<file path="src/rtl/dvs_ravens_pkg.sv">
// Shared constants and types for the DVS-to-RAVENS AER receiver.
// RAVENS packet geometry, sensor defaults, clock period and the Y-word
// settle time (rounded up to whole clocks) live here.
package dvs_ravens_pkg;

    localparam int RAVENS_PKT_BITS = 32;
    localparam int DVS_WIDTH_PXLS  = 128;
    localparam int DVS_HEIGHT_PXLS = 128;
    localparam int CLK_PERIOD_NS   = 10;

    // Y words need the address lines to settle before they are latched.
    localparam int Y_SETTLE_NS   = 50;
    localparam int Y_SETTLE_CYC  = (Y_SETTLE_NS + CLK_PERIOD_NS - 1) / CLK_PERIOD_NS;
    localparam int RAVENS_ID_LSB = 5;

    typedef enum logic [2:0] {
        IDLE   = 3'd0,
        SETTLE = 3'd1,
        LATCH  = 3'd2,
        ACK_HI = 3'd3,
        ACK_LO = 3'd4
    } aer_rx_state_t;

endpackage

</file>
<file path="src/rtl/dvs_ravens_aer_rx_if.sv">
// Camera-side AER bus plus RAVENS packet output of the receiver.
//
// Handshakes:
//   AER side is a 4-phase REQ/ACK: camera raises req with aer/xsel stable,
//   receiver raises ack, camera drops req, receiver drops ack.
//   Packet side is valid/ready: a packet transfers on every clock edge where
//   pkt_valid && pkt_ready; pkt_valid never depends on pkt_ready, and the
//   head (ravens_pkt) is held stable while pkt_valid is high and unaccepted.
interface dvs_ravens_aer_rx_if #(
    parameter int ADDR_BITS  = 9,
    parameter int FIFO_DEPTH = 8
);
    import dvs_ravens_pkg::*;

    logic [ADDR_BITS:0]             aer;
    logic                           xsel;
    logic                           req;
    logic                           ack;
    logic                           pkt_valid;
    logic                           pkt_ready;
    logic [RAVENS_PKT_BITS-1:0]     ravens_pkt;
    logic [$clog2(FIFO_DEPTH):0]    fifo_level;
    logic [15:0]                    drop_cnt;

    // Camera / consumer side.
    modport master (
        output aer, xsel, req, pkt_ready,
        input  ack, pkt_valid, ravens_pkt, fifo_level, drop_cnt
    );

    // Receiver side.
    modport slave (
        input  aer, xsel, req, pkt_ready,
        output ack, pkt_valid, ravens_pkt, fifo_level, drop_cnt
    );

endinterface

</file>
<file path="src/rtl/dvs_ravens_fifo.sv">
// Synchronous packet FIFO with full/empty/level status.
// The read port shows the head directly and reads zero when empty, so the
// head only moves on a push into an empty FIFO or on a pop.
// Push and pop in the same cycle are both honoured, even when full.
module dvs_ravens_fifo #(
    parameter int WIDTH = 32,
    parameter int DEPTH = 8
) (
    input  logic                      clk,
    input  logic                      rst_n,
    input  logic                      push,
    input  logic [WIDTH-1:0]          wdata,
    input  logic                      pop,
    output logic [WIDTH-1:0]          rdata,
    output logic                      full,
    output logic                      empty,
    output logic [$clog2(DEPTH):0]    level
);

    localparam int AW = $clog2(DEPTH);

    logic [WIDTH-1:0] mem [DEPTH];
    logic [AW:0]      wr_ptr;
    logic [AW:0]      rd_ptr;
    logic             do_push;
    logic             do_pop;

    assign empty   = (wr_ptr == rd_ptr);
    assign full    = (wr_ptr[AW] != rd_ptr[AW]) && (wr_ptr[AW-1:0] == rd_ptr[AW-1:0]);
    assign do_pop  = pop && !empty;
    assign do_push = push && (!full || do_pop);
    assign level   = wr_ptr - rd_ptr;
    assign rdata   = empty ? '0 : mem[rd_ptr[AW-1:0]];

    // Pointer update; extra MSB distinguishes full from empty.
    always_ff @(posedge clk or negedge rst_n) begin
        if (!rst_n) begin
            wr_ptr <= '0;
            rd_ptr <= '0;
        end else begin
            if (do_push) wr_ptr <= wr_ptr + 1'b1;
            if (do_pop)  rd_ptr <= rd_ptr + 1'b1;
        end
    end

    // Storage write; contents need no reset since empty masks the read.
    always_ff @(posedge clk) begin
        if (do_push) mem[wr_ptr[AW-1:0]] <= wdata;
    end

endmodule

</file>
<file path="src/rtl/dvs_ravens_aer_rx.sv">
// Parametrised AER receiver: completes the 4-phase REQ/ACK handshake with a
// DVS camera, pairs Y and X address words into a flattened pixel ID, and
// queues RAVENS packets in a FIFO so consumer stalls never reach the camera.
// Optional macro DVS_RAVENS_POLARITY_EN: when defined, the X-word polarity
// bit is carried in packet bit RAVENS_ID_LSB-1; otherwise that bit is 0.
module dvs_ravens_aer_rx
    import dvs_ravens_pkg::*;
#(
    parameter int ADDR_BITS       = 9,
    parameter int DVS_WIDTH       = DVS_WIDTH_PXLS,
    parameter int DVS_HEIGHT      = DVS_HEIGHT_PXLS,
    parameter int PIXEL_ID_BITS   = 8,
    parameter int FIFO_DEPTH      = 8,
    parameter int Y_SETTLE_CYCLES = Y_SETTLE_CYC
) (
    input  logic                  clk,
    input  logic                  rst_n,
    dvs_ravens_aer_rx_if.slave    bus,
    output aer_rx_state_t         dbg_state
);

    localparam int          PROD_BITS  = 2 * ADDR_BITS + 1;
    localparam int          CNT_BITS   = (Y_SETTLE_CYCLES > 1) ? $clog2(Y_SETTLE_CYCLES) : 1;
    localparam int          LVL_BITS   = $clog2(FIFO_DEPTH) + 1;
    localparam logic [31:0] WIDTH_LIM  = 32'(DVS_WIDTH);
    localparam logic [31:0] HEIGHT_LIM = 32'(DVS_HEIGHT);

    aer_rx_state_t              state;
    aer_rx_state_t              state_next;
    logic [CNT_BITS-1:0]        cnt;
    logic [CNT_BITS-1:0]        cnt_next;
    logic                       req_meta;
    logic                       req_s;
    logic                       ack_q;
    logic [ADDR_BITS-1:0]       y_reg;
    logic                       y_ok;
    logic                       push_q;
    logic [RAVENS_PKT_BITS-1:0] push_data_q;
    logic [15:0]                drop_cnt_q;

    logic [ADDR_BITS-1:0]       y_word;
    logic [ADDR_BITS-1:0]       x_word;
    logic                       latch_y;
    logic                       latch_x;
    logic                       x_accept;
    logic                       range_drop;
    logic                       full_drop;
    logic [PIXEL_ID_BITS-1:0]   pixel_id;
    logic [RAVENS_PKT_BITS-1:0] pkt_fmt;

    logic                       fifo_push;
    logic                       fifo_pop;
    logic                       fifo_full;
    logic                       fifo_empty;
    logic [RAVENS_PKT_BITS-1:0] fifo_rdata;
    logic [LVL_BITS-1:0]        fifo_level;

    // Y word is {pol, y}; X word is {x, pol}.
    assign y_word  = bus.aer[ADDR_BITS-1:0];
    assign x_word  = bus.aer[ADDR_BITS:1];
    assign latch_y = (state == LATCH) && !bus.xsel;
    assign latch_x = (state == LATCH) && bus.xsel;

    // Out-of-range drops are decided at latch time; a full FIFO is judged
    // one cycle later when the registered push actually lands.
    assign x_accept   = y_ok && (32'(x_word) < WIDTH_LIM);
    assign range_drop = latch_x && !x_accept;
    assign fifo_pop   = bus.pkt_ready && !fifo_empty;
    assign full_drop  = push_q && fifo_full && !fifo_pop;
    assign fifo_push  = push_q && !full_drop;

    // Flattened ID: product at 2*ADDR_BITS+1 bits, then truncated.
    assign pixel_id = PIXEL_ID_BITS'(PROD_BITS'(y_reg) * PROD_BITS'(DVS_WIDTH) + PROD_BITS'(x_word));

    // Two-flop synchroniser for the asynchronous camera request.
    always_ff @(posedge clk or negedge rst_n) begin
        if (!rst_n) begin
            req_meta <= 1'b0;
            req_s    <= 1'b0;
        end else begin
            req_meta <= bus.req;
            req_s    <= req_meta;
        end
    end

    // FSM state, settle counter and registered acknowledge.
    always_ff @(posedge clk or negedge rst_n) begin
        if (!rst_n) begin
            state <= IDLE;
            cnt   <= '0;
            ack_q <= 1'b0;
        end else begin
            state <= state_next;
            cnt   <= cnt_next;
            ack_q <= (state_next == ACK_HI);
        end
    end

    // Next-state logic; Y words wait out the settle time, X words do not.
    always_comb begin
        state_next = state;
        cnt_next   = cnt;
        case (state)
            IDLE: begin
                if (req_s) begin
                    state_next = SETTLE;
                    cnt_next   = bus.xsel ? '0 : CNT_BITS'(Y_SETTLE_CYCLES - 1);
                end
            end
            SETTLE: begin
                if (cnt == '0) state_next = LATCH;
                else           cnt_next   = cnt - 1'b1;
            end
            LATCH:   state_next = ACK_HI;
            ACK_HI:  if (!req_s) state_next = ACK_LO;
            ACK_LO:  state_next = IDLE;
            default: state_next = IDLE;
        endcase
    end

    // RAVENS packet layout: event type 0, pixel ID, optional polarity.
    always_comb begin
        pkt_fmt = '0;
        pkt_fmt[RAVENS_ID_LSB +: PIXEL_ID_BITS] = pixel_id;
`ifdef DVS_RAVENS_POLARITY_EN
        pkt_fmt[RAVENS_ID_LSB-1] = bus.aer[0];
`else
`endif
    end

    // Y capture; y_reg persists so several X words can share one Y.
    always_ff @(posedge clk or negedge rst_n) begin
        if (!rst_n) begin
            y_reg <= '0;
            y_ok  <= 1'b0;
        end else if (latch_y) begin
            y_reg <= y_word;
            y_ok  <= (32'(y_word) < HEIGHT_LIM);
        end
    end

    // Register accepted X events one cycle ahead of the FIFO write.
    always_ff @(posedge clk or negedge rst_n) begin
        if (!rst_n) begin
            push_q      <= 1'b0;
            push_data_q <= '0;
        end else begin
            push_q <= latch_x && x_accept;
            if (latch_x) push_data_q <= pkt_fmt;
        end
    end

    // Saturating count of discarded X events (range and full drops never coincide).
    always_ff @(posedge clk or negedge rst_n) begin
        if (!rst_n) begin
            drop_cnt_q <= '0;
        end else if ((range_drop || full_drop) && (drop_cnt_q != 16'hFFFF)) begin
            drop_cnt_q <= drop_cnt_q + 16'd1;
        end
    end

    dvs_ravens_fifo #(
        .WIDTH (RAVENS_PKT_BITS),
        .DEPTH (FIFO_DEPTH)
    ) u_fifo (
        .clk   (clk),
        .rst_n (rst_n),
        .push  (fifo_push),
        .wdata (push_data_q),
        .pop   (fifo_pop),
        .rdata (fifo_rdata),
        .full  (fifo_full),
        .empty (fifo_empty),
        .level (fifo_level)
    );

    assign bus.ack        = ack_q;
    assign bus.pkt_valid  = !fifo_empty;
    assign bus.ravens_pkt = fifo_rdata;
    assign bus.fifo_level = fifo_level;
    assign bus.drop_cnt   = drop_cnt_q;
    assign dbg_state      = state;

endmodule

</file>
<file path="src/flat_wrapper.sv">
// flat-port wrapper written by rule: the top's interface ports become plain ports
module dvs_ravens_aer_rx_flat import dvs_ravens_pkg::*;
#(
    parameter int ADDR_BITS       = 9,
    parameter int DVS_WIDTH       = DVS_WIDTH_PXLS,
    parameter int DVS_HEIGHT      = DVS_HEIGHT_PXLS,
    parameter int PIXEL_ID_BITS   = 8,
    parameter int FIFO_DEPTH      = 8,
    parameter int Y_SETTLE_CYCLES = Y_SETTLE_CYC
)
  (clk, rst_n, dbg_state, bus_aer, bus_xsel, bus_req, bus_pkt_ready, bus_ack, bus_pkt_valid, bus_ravens_pkt, bus_fifo_level, bus_drop_cnt);
  dvs_ravens_aer_rx_if #(.ADDR_BITS(ADDR_BITS), .FIFO_DEPTH(FIFO_DEPTH)) bus_i ();
  input  logic clk;
  input  logic rst_n;
  output aer_rx_state_t dbg_state;
  input wire logic [$bits(bus_i.aer)-1:0] bus_aer;
  input wire logic [$bits(bus_i.xsel)-1:0] bus_xsel;
  input wire logic [$bits(bus_i.req)-1:0] bus_req;
  input wire logic [$bits(bus_i.pkt_ready)-1:0] bus_pkt_ready;
  output wire logic [$bits(bus_i.ack)-1:0] bus_ack;
  output wire logic [$bits(bus_i.pkt_valid)-1:0] bus_pkt_valid;
  output wire logic [$bits(bus_i.ravens_pkt)-1:0] bus_ravens_pkt;
  output wire logic [$bits(bus_i.fifo_level)-1:0] bus_fifo_level;
  output wire logic [$bits(bus_i.drop_cnt)-1:0] bus_drop_cnt;
  assign bus_i.aer = bus_aer;
  assign bus_i.xsel = bus_xsel;
  assign bus_i.req = bus_req;
  assign bus_i.pkt_ready = bus_pkt_ready;
  assign bus_ack = bus_i.ack;
  assign bus_pkt_valid = bus_i.pkt_valid;
  assign bus_ravens_pkt = bus_i.ravens_pkt;
  assign bus_fifo_level = bus_i.fifo_level;
  assign bus_drop_cnt = bus_i.drop_cnt;
  dvs_ravens_aer_rx #(.ADDR_BITS(ADDR_BITS), .DVS_WIDTH(DVS_WIDTH), .DVS_HEIGHT(DVS_HEIGHT), .PIXEL_ID_BITS(PIXEL_ID_BITS), .FIFO_DEPTH(FIFO_DEPTH), .Y_SETTLE_CYCLES(Y_SETTLE_CYCLES)) u_core (.clk(clk), .rst_n(rst_n), .bus(bus_i), .dbg_state(dbg_state));
endmodule
</file>
<file path="config.mk">
export PLATFORM = sky130hd
export DESIGN_NAME = dvs_ravens_aer_rx_flat
export DESIGN_NICKNAME = d
export VERILOG_FILES = /design/src/rtl/dvs_ravens_pkg.sv /design/src/rtl/dvs_ravens_aer_rx_if.sv /design/src/rtl/dvs_ravens_fifo.sv /design/src/rtl/dvs_ravens_aer_rx.sv /design/src/flat_wrapper.sv
export SDC_FILE = /design/constraint.sdc
export NUM_CORES = 1
export LEC_CHECK = 0
export ABC_AREA = 1
export CAP_MARGIN = 10
export CORE_ASPECT_RATIO = 0.9
export CORE_MARGIN = 5
export CORE_UTILIZATION = 35
export CTS_BUF_LIST = sky130_fd_sc_hd__clkbuf_8
export DETAILED_ROUTE_END_ITERATION = 6
export PLACE_DENSITY_LB_ADDON = 0.05
export REMOVE_ABC_BUFFERS = 1
export SYNTH_ARGS = -nofsm -noshare
export SYNTH_HDL_FRONTEND = slang
export SYNTH_SLANG_ARGS = --single-unit
</file>
<file path="constraint.sdc">
create_clock -name clk -period 5.4 [get_ports clk]
set_input_delay 1.08 -clock clk [delete_from_list [all_inputs] [get_ports clk]]
set_output_delay 1.08 -clock clk [all_outputs]
set_load 0.01 [all_outputs]
</file>
==> results of run 1 <==
[area by class of cell]
class	count	share of cell area
Tap cell	193	0.0415
Timing Repair Buffer	52	0.0865
Clock inverter	7	0.0114
Multi-Input combinational cell	365	0.299
Inverter	32	0.0206
Sequential cell	108	0.520
Clock buffer	9	0.0213
[stage by stage]
step,total power [mW],cells,hold slack [ps],utilization,cell area [µm²]
after CTS,2.71,766,370,0.412,5820
after detailed placement,2.22,750,348,0.399,5630
after global placement,2.21,750,333,0.399,5630
after global routing,2.88,766,380,0.412,5820
after floorplan,1.74,505,331,-,4880
final,2.67,766,365,0.412,5820
[per-layer routing]
layer | share of wire | track usage | up-vias
met5 | 0 | 0 | -
met4 | 0.0073 | 0.0296 | 0
met3 | 0.049 | 0.0384 | 5
met2 | 0.47 | 0.221 | 77
met1 | 0.48 | 0.181 | 1613
li1 | - | - | 1772
[cells by family (layout without fill, tap and decap cells)]
| kind of cell | Yosys count | count (layout) | share of synthesized area |
|---|---|---|---|
| AND/OR/NAND/NOR | 253 | 253 | 0.207 |
| flip-flops | 108 | 108 | 0.599 |
| buffers and inverters | 71 | 100 | 0.0736 |
| AO/OA/AOI/OAI | 65 | 65 | 0.0719 |
| XOR/XNOR | 14 | 14 | 0.0243 |
| adder cells (fa/ha/maj) | 9 | 9 | 0.0238 |
| other | 1 | 24 | 0.000743 |
[cells in the mapped netlist (3+ instances only)]
library cell,number,area share
buf_2,6,0.0059
nand4_1,4,0.0050
ha_1,8,0.020
o211ai_1,8,0.012
a21oi_1,6,0.0059
edfxtp_1,64,0.38
inv_2,4,0.0030
nand2_1,126,0.094
nand3b_1,3,0.0045
dfrtp_1,44,0.22
clkbuf_1,8,0.0059
o21ai_0,33,0.033
inv_1,26,0.019
nor2_1,84,0.062
nor3_1,5,0.0050
xor2_1,9,0.016
xnor2_1,5,0.0087
buf_4,24,0.036
o22ai_1,8,0.0099
nand3_1,25,0.025
o21ai_1,7,0.0069
[report_power, final]
part,total (mW),switching [mW],internal (mW)
Clock,0.484,0.271,0.213
Sequential,1.21,0.176,1.04
Combinational,0.972,0.531,0.441
[path summary, 6_finish.rpt]
path / from / endpoint / cells past startpoint
max in group asynchronous: rst_n / u_core.cnt[2] / 2
worst min register to register: u_core.req_meta / u_core.req_s / 0
worst min-delay path: u_core.req_meta / u_core.req_s / 0
worst max register to register: u_core.u_fifo.rd_ptr[1] / u_core.u_fifo.mem[1][5] / 7
min in group asynchronous: rst_n / u_core.u_fifo.rd_ptr[3] / 2
worst max-delay path: u_core.u_fifo.rd_ptr[1] / bus_ravens_pkt[12] / 7
[worst register-to-register path, cell delays in order (launching register included)]
cell and delay (ps):
dfrtp_1 940, clkinv_1 490, ha_1 430, nand3_1 90
nor2_1 70, nand2_1 100, nand2_1 190, nor3_1 850
==> impl_metrics.py, run 1 <==
metrics = {
    "drt": {
        "drt-initial-drc-count": 215,
        "viasPerCell": 4.53,
        "vias": 3467,
        "wl_um": 10900,
        "postRouteAntennaNets": 0,
        "firstDrtPassIters": 6,
        "wl_per_cell_um": 14.2,
        "remaining_drc_errors": 0,
    },
    "yosys": {
        "ys_ff_latch": 108,
        "synth_edf_count": 64,
        "syn_inst": 521,
        "yosysUniqueCellTypes": 32,
        "async_flop_share": 0.407,
        "ys_warn_count": 0,
        "syn_area_um2": 5050,
        "ys.flop_type": "edfxtp_1",
        "seq_area_frac_synth": 0.599,
        "avgSynthCellArea_um2": 9.69,
    },
    "cts": {
        "clock_latency_ps": 370,
        "h-tree-depth": 3,
        "clkSinkCount": 108,
        "clockBufferDepth": 2,
        "path_clk_slew_ps": 100,
        "postCtsHoldBufs": 0,
        "post_cts_buffers": 0,
        "numCtsBuffers": 9,
        "cts_root_buf": "clkbuf_8",
        "cts_resized": 0,
        "tritoncts": "built",
    },
    "placed_design": {
        "dp_slack_ps": 1170,
        "numPortBuffers": 47,
        "dp_hpwl_um": 7590,
        "gp_congestion": 0.808,
    },
    "worst_setup_path": {
        "max_stage_delay_ps": 940,
        "crit_arrival_ps": 3540,
        "rrSetupSlack_ps": 1870,
        "cp_top_family": "buffers and inverters",
        "worstPathCellList": "clkinv_1 -> ha_1 -> nand3_1 -> nand3b_1 -> nand2_1 -> nor2_1 -> clkdlybuf4s50_1",
        "critPathKind": "reg2out",
        "path_max_fanout": 28,
        "critPathRequiredTime_ps": 4320,
        "path_buf_inv": 2,
        "setup.worst_path.start_class": "flop",
        "crit_slowest_cell": "dfrtp_1",
        "cp-end-kind": "primary output",
    },
    "finish": {
        "largest_register_ffs": 64,
        "final-seq-area_um2": 3020,
        "layout_common_cells": "126 x nand2_1, 84 x nor2_1, 64 x edfxtp_1, 46 x clkdlybuf4s50_1, 44 x dfrtp_1",
        "final_common_cell": "nand2_1",
        "drive_above_1_share": 0.0506,
        "fill_cells": 1420,
        "area_growth_pct": 15.2,
        "n_antenna_cell": 0,
        "multi_input_area_um2": 1740,
        "fin_nets": 592,
    },
    "global_routing": {
        "grt_pass1_wl_um": 17600,
        "grt_pass1_vias": 3414,
        "gr-usage-all-layers": 0.135,
        "antenna_found_initial": 0,
        "grt-ovfl-total": 0,
        "grt_start_max_net_pins": 45,
    },
    "timing": {
        "finalClockSkew_ps": 10.8,
        "slew_headroom": 0.300,
        "period_share": 0.855,
        "setup_slack_ps": 784,
        "tightest_slew_ps": 1040,
        "fmax_mhz": 217,
        "fin_crit_ps": 4620,
        "hold_viol_final": 0,
        "final.setup.tns_ps": 0,
        "drv_slew": 0,
        "finalSetupViolCount": 0,
        "rsz0062_at_grt": "false",
    },
    "floorplanning": {
        "ios": 72,
        "die_area_um2": 16900,
        "die_h_um": 124,
        "core_area_um2": 14100,
        "die_x_um": 137,
        "initial_utilization": 0.358,
        "rows": 41,
    },
    "job": {
        "cap_violations": 0,
    },
    "power": {
        "vdd_drop_max_uv": 179,
        "power_leakage_nw": 2.35,
        "cellPowerDensity_nw_per_um2": 459,
    },
    "worst_hold_path": {
        "hold_class": "reg2reg",
    },
    "outcome": {
        "status": "finished clean",
    },
}
(Power assumes the default switching activity.)
==> inputs of run 2 (changes only) <==
==> constraint.sdc (replaced) <==
create_clock -name clk -period 4.8 [get_ports clk]
set_input_delay 1.2 -clock clk [delete_from_list [all_inputs] [get_ports clk]]
set_output_delay 1.2 -clock clk [all_outputs]
set_load 0.01 [all_outputs]
==> run 2 against run 1 <==
  * Power up 11%
  * Worst hold slack worse by 6.1 ps
  * Via count up 0.75%
  * Global-route usage up 0.22 points
  * Non-clock buffer count up 1
  * Clock-buffer cell count unchanged
  * Register-to-register slack better by 80 ps
  * Clock skew up 6.4 ps
  * Largest power group unchanged
  * Largest cell class unchanged
==> impl_metrics.py, run 2 (synthesis gave the netlist of run 1 again) <==
metrics = {
    "outcome": {
        "status": "finished clean",
    },
    "drt": {
        "vias": 3493,
        "firstDrtPassIters": 6,
        "remaining_drc_errors": 0,
        "drt-initial-drc-count": 203,
        "postRouteAntennaNets": 0,
        "wl_per_cell_um": 14.3,
        "viasPerCell": 4.55,
        "wl_um": 10900,
    },
    "finish": {
        "area_growth_pct": 15.2,
        "final_cells": 767,
        "fin_util": 0.412,
        "largest_register_ffs": 64,
        "fin_nets": 593,
        "n_antenna_cell": 0,
        "multi_input_area_um2": 1740,
        "layout_common_cells": "126 x nand2_1, 84 x nor2_1, 64 x edfxtp_1, 46 x clkdlybuf4s50_1, 44 x dfrtp_1",
        "fill_cells": 1404,
        "final_common_cell": "nand2_1",
        "final-seq-area_um2": 3020,
        "drive_above_1_share": 0.0575,
        "design_area_um2": 5810,
    },
    "worst_hold_path": {
        "hold_class": "reg2reg",
    },
    "global_routing": {
        "grt_pass1_wl_um": 18100,
        "grt_pass1_vias": 3411,
        "grt_start_max_net_pins": 37,
        "gr-usage-all-layers": 0.138,
        "grt-ovfl-total": 0,
        "antenna_found_initial": 0,
    },
    "timing": {
        "period_share": 0.871,
        "setup_slack_ps": 620,
        "fmax_mhz": 239,
        "final.setup.tns_ps": 0,
        "finalClockSkew_ps": 17.2,
        "hold_viol_final": 0,
        "finalSetupViolCount": 0,
        "fin_crit_ps": 4180,
        "slew_headroom": 0.389,
        "rsz0062_at_grt": "false",
        "drv_slew": 0,
        "tightest_slew_ps": 913,
    },
    "cts": {
        "tritoncts": "built",
        "h-tree-depth": 3,
        "clockBufferDepth": 2,
        "postCtsHoldBufs": 0,
        "numCtsBuffers": 9,
        "path_clk_slew_ps": 110,
        "post_cts_buffers": 0,
        "clock_latency_ps": 380,
        "clkSinkCount": 108,
        "cts_resized": 0,
        "cts_root_buf": "clkbuf_8",
    },
    "placed_design": {
        "gp_congestion": 0.807,
        "dp.cells": 751,
        "dp_hpwl_um": 7550,
        "numPortBuffers": 47,
        "dp_slack_ps": 992,
        "dpl_cell_area_um2": 5640,
    },
    "job": {
        "cap_violations": 0,
    },
    "worst_setup_path": {
        "crit_arrival_ps": 2980,
        "setup.worst_path.start_class": "flop",
        "worstPathCellList": "inv_1 -> ha_1 -> nand3_1 -> nand3b_1 -> nand2_1 -> nor2_1 -> clkdlybuf4s50_1",
        "max_stage_delay_ps": 720,
        "cp-end-kind": "primary output",
        "critPathKind": "reg2out",
        "crit_slowest_cell": "dfrtp_1",
        "critPathRequiredTime_ps": 3600,
        "path_max_fanout": 18,
    },
    "power": {
        "vdd_drop_max_uv": 257,
        "power_leakage_nw": 2.35,
        "cellPowerDensity_nw_per_um2": 511,
    },
    "floorplanning": {
        "initial_utilization": 0.358,
        "rows": 41,
        "die_area_um2": 16900,
        "core_area_um2": 14100,
        "ios": 72,
        "die_x_um": 137,
        "die_h_um": 124,
    },
}
-- run 2: report_power, final --
part           internal [mW]  switching, mW
Combinational          0.499          0.633
Clock                  0.193          0.320
Sequential              1.17          0.163
-- run 2: through the flow --
stage / hold slack (ps) / total power [mW]
final: 359 / 2.97
after global routing: 365 / 3.23
after CTS: 361 / 3.03
after detailed placement: 339 / 2.51
after global placement: 334 / 2.49
after floorplan: 331 / 1.96
-- run 2: worst paths after layout --
kind / from / endpoint / slack [ps] / cells after the start
worst min register to register: u_core.req_meta / u_core.req_s / 360 / 0
max in group asynchronous: rst_n / u_core.bus.ack / 3380 / 2
worst min-delay path: u_core.req_meta / u_core.req_s / 360 / 0
worst max register to register: u_core.u_fifo.rd_ptr[2] / u_core.u_fifo.mem[7][4] / 1950 / 7
worst max-delay path: u_core.u_fifo.rd_ptr[2] / bus_ravens_pkt[11] / 620 / 7
min in group asynchronous: rst_n / u_core.u_fifo.wr_ptr[3] / 660 / 1
-- run 2: cell type report --
cell class | instances | area share
clock buffer | 9 | 0.0213
timing repair buffer | 53 | 0.0878
inverter | 32 | 0.0207
multi-input combinational | 365 | 0.300
clock inverter | 7 | 0.00861
tap | 193 | 0.0415
sequential | 108 | 0.520
-- run 2: worst max-delay path, delay by kind of cell, from the launching register on --
| family | cells | cell delay (ps) |
|---|---|---|
| adders and majority gates | 1 | 390 |
| and+or+nand+nor | 4 | 860 |
| buffers and inverters | 2 | 630 |
| DFF | 1 | 720 |
-- run 2: metal layers --
layer | up-vias | global-route usage | wire length (µm)
met5 | - | 0 | 0
li1 | 1771 | - | -
met4 | 0 | 0.0264 | 73
met2 | 82 | 0.222 | 5030
met3 | 5 | 0.0424 | 573
met1 | 1635 | 0.185 | 5260
==> patch 1 (settings of run 2) <==
Make the reset (`rst_n`) synchronous in 6 clocked blocks. Comments in the files are not updated.
--- a/src/rtl/dvs_ravens_fifo.sv
+++ b/src/rtl/dvs_ravens_fifo.sv
@@ -33,7 +33,7 @@
     assign rdata   = empty ? '0 : mem[rd_ptr[AW-1:0]];
 
     // Pointer update; extra MSB distinguishes full from empty.
-    always_ff @(posedge clk or negedge rst_n) begin
+    always_ff @(posedge clk) begin
         if (!rst_n) begin
             wr_ptr <= '0;
             rd_ptr <= '0;
--- a/src/rtl/dvs_ravens_aer_rx.sv
+++ b/src/rtl/dvs_ravens_aer_rx.sv
@@ -73,7 +73,7 @@
     assign pixel_id = PIXEL_ID_BITS'(PROD_BITS'(y_reg) * PROD_BITS'(DVS_WIDTH) + PROD_BITS'(x_word));
 
     // Two-flop synchroniser for the asynchronous camera request.
-    always_ff @(posedge clk or negedge rst_n) begin
+    always_ff @(posedge clk) begin
         if (!rst_n) begin
             req_meta <= 1'b0;
             req_s    <= 1'b0;
@@ -84,7 +84,7 @@
     end
 
     // FSM state, settle counter and registered acknowledge.
-    always_ff @(posedge clk or negedge rst_n) begin
+    always_ff @(posedge clk) begin
         if (!rst_n) begin
             state <= IDLE;
             cnt   <= '0;
@@ -129,7 +129,7 @@
     end
 
     // Y capture; y_reg persists so several X words can share one Y.
-    always_ff @(posedge clk or negedge rst_n) begin
+    always_ff @(posedge clk) begin
         if (!rst_n) begin
             y_reg <= '0;
             y_ok  <= 1'b0;
@@ -140,7 +140,7 @@
     end
 
     // Register accepted X events one cycle ahead of the FIFO write.
-    always_ff @(posedge clk or negedge rst_n) begin
+    always_ff @(posedge clk) begin
         if (!rst_n) begin
             push_q      <= 1'b0;
             push_data_q <= '0;
@@ -151,7 +151,7 @@
     end
 
     // Saturating count of discarded X events (range and full drops never coincide).
-    always_ff @(posedge clk or negedge rst_n) begin
+    always_ff @(posedge clk) begin
         if (!rst_n) begin
             drop_cnt_q <= '0;
         end else if ((range_drop || full_drop) && (drop_cnt_q != 16'hFFFF)) begin
Behaviour: differs if rst_n is asserted again (counterexample within 4 cycles, from zero or initial values and one cycle with rst_n low); with rst_n held inactive, the same outputs for 10 cycles.
==> patch 1 against run 2 <==
Sequential share of layout area decreased by 3.4 points; utilization increased by 0.41 points; setup slack improved by 330 ps; routed wire length increased by 9.9%; synthesized area increased by 1.3%; maximum frequency increased by 8.6%; die area increased by 1.2%; critical path type unchanged; sequential cell count increased by 3; final area increased by 1.4%.
Power is not compared: it rests on default switching activity, and its combinational part moved more than twofold at a synthesized area within 25%.
==> patch 1: results (changes against run 2) <==
stage	metric	value	unit	change
worst_setup_path	Worst R2R End	u_core.u_fifo.mem[2][5]$_DFFE_PP_		
final_layout	proportion of layout cells with a drive suffix above 1	0.0900		+0.0325
worst_hold_path	Hold EP	u_core.req_s$_SDFF_PN0_		
worst_hold_path	Worst Hold Path Cells	2		+2
route	Post-Route WL	12000	um	+9.9%
global_routing	met1 global-route usage	0.230		+0.0449
placement	routability cong.	0.790		-2.2%
worst_setup_path	R2R cell count	9		+2
clock_tree	CTS clk-pin slew, worst paths	90	ps	-20 ps
route	DR WL met3	637	um	+11%
worst_setup_path	R2R Setup Slk	2210	ps	+260 ps
route	Via Count	3689		+5.6%
placement	DP Wirelength	8260	um	+9.4%
route	met1 WL	6330	um	+20%
outcome	run status	finished, final reports clean		
global_routing	first-pass GRT wire length	19800	um	+9.7%
final_layout	post-layout net count	619		+4.4%
worst_setup_path	FF-to-FF Start	u_core.u_fifo.wr_ptr[0]$_SDFFE_PN0P_		
global_routing	met3 Resource Use GR	0.0372		-0.00525
global_routing	largest net degree at the start of global routing	34		-8.1%
route	first-pass iteration count of the detailed router	5		-1
worst_hold_path	hold path startpoint	u_core.req_meta$_SDFF_PN0_		
yosys	register area share after synthesis	0.560		-0.0388
worst_setup_path	slowest CP cell	inv_1		
sta	worst hold slack	425	ps	+66.4 ps
global_routing	All-Layer GR Usage	0.148		+0.0103
yosys	post-synthesis cell type count	34		+6.3%
global_routing	vias in the first global route	3555		+4.2%
sta	Clock Skew	12.5	ps	-4.69 ps
## patch 1: changes by cell type after synthesis, moves of 7 or more
cell      change
nand2_2      +11
a21oi_1      +11
inv_1        +13
nand2_1      -51
a21oi_2      +11
dfrtp_1      -44
o211ai_1      -8
nor2_1       +13
dfxtp_1      +47
o21ai_0      +33
mux2i_1       +8
o21ai_1       -7
## patch 1: final cells by class
| class | count | area (um^2) | share of cell area |
|---|---|---|---|
| clock buffers | 10 | 138 | 0.0234 |
| repair buffers | 53 | 515 | 0.0875 |
| flip-flops and latches | 111 | 2860 | 0.486 |
| well taps | 193 | 241 | 0.0410 |
| clock inverters | 6 | 55.1 | 0.00934 |
| multi-input cells | 379 | 1930 | 0.327 |
| inverters | 41 | 154 | 0.0261 |
## patch 1: cells by family after synthesis
family          share of synthesized area
simple gates                        0.196
compound gates                      0.112
buf+inv                            0.0800
xor+xnor                           0.0120
fa+ha+maj                          0.0235
other cells                      0.000734
mux                                0.0157
flops                               0.560
==> patch 2 (settings of run 2) <==
Made on the original files. The option `DVS_RAVENS_POLARITY_EN` is turned on by a define.
--- a/src/rtl/dvs_ravens_aer_rx.sv
+++ b/src/rtl/dvs_ravens_aer_rx.sv
@@ -3,6 +3,8 @@
 // queues RAVENS packets in a FIFO so consumer stalls never reach the camera.
 // Optional macro DVS_RAVENS_POLARITY_EN: when defined, the X-word polarity
 // bit is carried in packet bit RAVENS_ID_LSB-1; otherwise that bit is 0.
+`define DVS_RAVENS_POLARITY_EN
+
 module dvs_ravens_aer_rx
     import dvs_ravens_pkg::*;
 #(
Formal check against the unedited RTL: same outputs for any inputs over 10 cycles, from zero or initial values and one cycle with rst_n low; that may be too few to reach the edited logic, so the function may still have changed.
==> patch 2 against run 2 <==
Count of clock-buffer cells in the layout is 8 higher; synthesized area up 7.2%; clock power grew 49%; global-route usage up 0.75 points; sequential cell count is 9 higher; utilization increased by 0.39 points; setup slack worse by 240 ps; worst hold slack got worse by 2.5 ps; power grew 16%; clock skew fell by 8.4 ps; routed wire length is 13% higher; final area is 9.3% higher; critical endpoint is now bus_ravens_pkt[6]; largest cell class unchanged.
==> patch 2: results (changes against run 2) <==
stage	metric	value	unit	change
global_routing	All-Layer GR Usage	0.145		+0.00745
worst_setup_path	R2R Setup Slk	1650	ps	-300 ps
power_and_ir_drop	combinational fraction of design power	0.355		-0.026
sta	Clock Skew	8.76	ps	-8.44 ps
final_layout	post-layout net count	628		+5.9%
power_and_ir_drop	Pleak	2.57	nW	+9.4%
yosys	adder-cell share of the synthesized area	0.0222		-0.00161
power_and_ir_drop	Pint	2.15	mW	+16%
worst_setup_path	Worst R2R End	u_core.u_fifo.mem[2][5]$_DFFE_PP_		
yosys	Async SR Flop Fraction	0.385		-0.0228
sta	worst hold slack	356	ps	-2.53 ps
placement	DP Wirelength	8000	um	+5.9%
route	wire per inst	15.1	um	+6.0%
yosys	Synth Area in Compound Gates	0.0786		+0.00671
placement	IO buf count	48		+2.1%
yosys	register area share after synthesis	0.607		+0.00858
outcome	run status	finished, final reports clean		
placement	pre-CTS setup slack	729	ps	-263 ps
yosys	number of flops mapped to enable cells by yosys	72		+13%
clock_tree	CTS Buf Count	17		+8
power_and_ir_drop	Flop+latch power	1.46	mW	+9.8%
route	first-pass iteration count of the detailed router	4		-2
sta	pin slew with the least headroom to its limit	1030	ps	+115 ps
power_and_ir_drop	Max IR drop VDD	235	uV	-8.5%
yosys	Gate Count Post-Synth	547		+5.0%
route	Vias/cell	4.55		-0.10%
final_layout	# fillers	1529		+8.9%
worst_setup_path	Crit path max-delay family	buffers and inverters		
worst_setup_path	CP max stage delay	600	ps	-120 ps
worst_setup_path	R2R cell count	9		+2
route	initial DRC count	187		-7.9%
clock_tree	CTS clk-pin slew, worst paths	70	ps	-40 ps
clock_tree	depth of the CTS H-tree	4		+1
global_routing	vias in the first global route	3711		+8.8%
clock_tree	worst skew pair latency	430	ps	+50 ps
power_and_ir_drop	sequential share of power	0.423		-0.024
placement	routability cong.	0.746		-7.6%
yosys	XOR/XNOR share of the synthesized area	0.0259		+0.00160
## patch 2: cell count changes in the layout (fill, tap and decap cells not counted), moves of 8 or more
cell      before  now
o21ai_0       33   55
nand2_1      126  115
o211ai_1       8    0
clkbuf_8       9   17
edfxtp_1      64   72
inv_1         27   38
## patch 2: routing by layer
layer | up-vias | routed length, um | GRT usage
met5 | - | 0 | 0
met4 | 0 | 73 | 0.0410
met3 | 6 | 628 | 0.0466
met2 | 81 | 5980 | 0.235
met1 | 1755 | 5700 | 0.188
li1 | 1884 | - | -
## patch 2: layout make-up
cell class / instances / area (um^2) / area share
multi-input combinational: 375 / 1820 / 0.286
clock buffer: 17 / 234 / 0.0368
timing repair buffer: 55 / 528 / 0.0831
inverter: 38 / 143 / 0.0224
clock inverter: 15 / 95.1 / 0.0150
sequential: 117 / 3290 / 0.517
tap: 202 / 253 / 0.0398
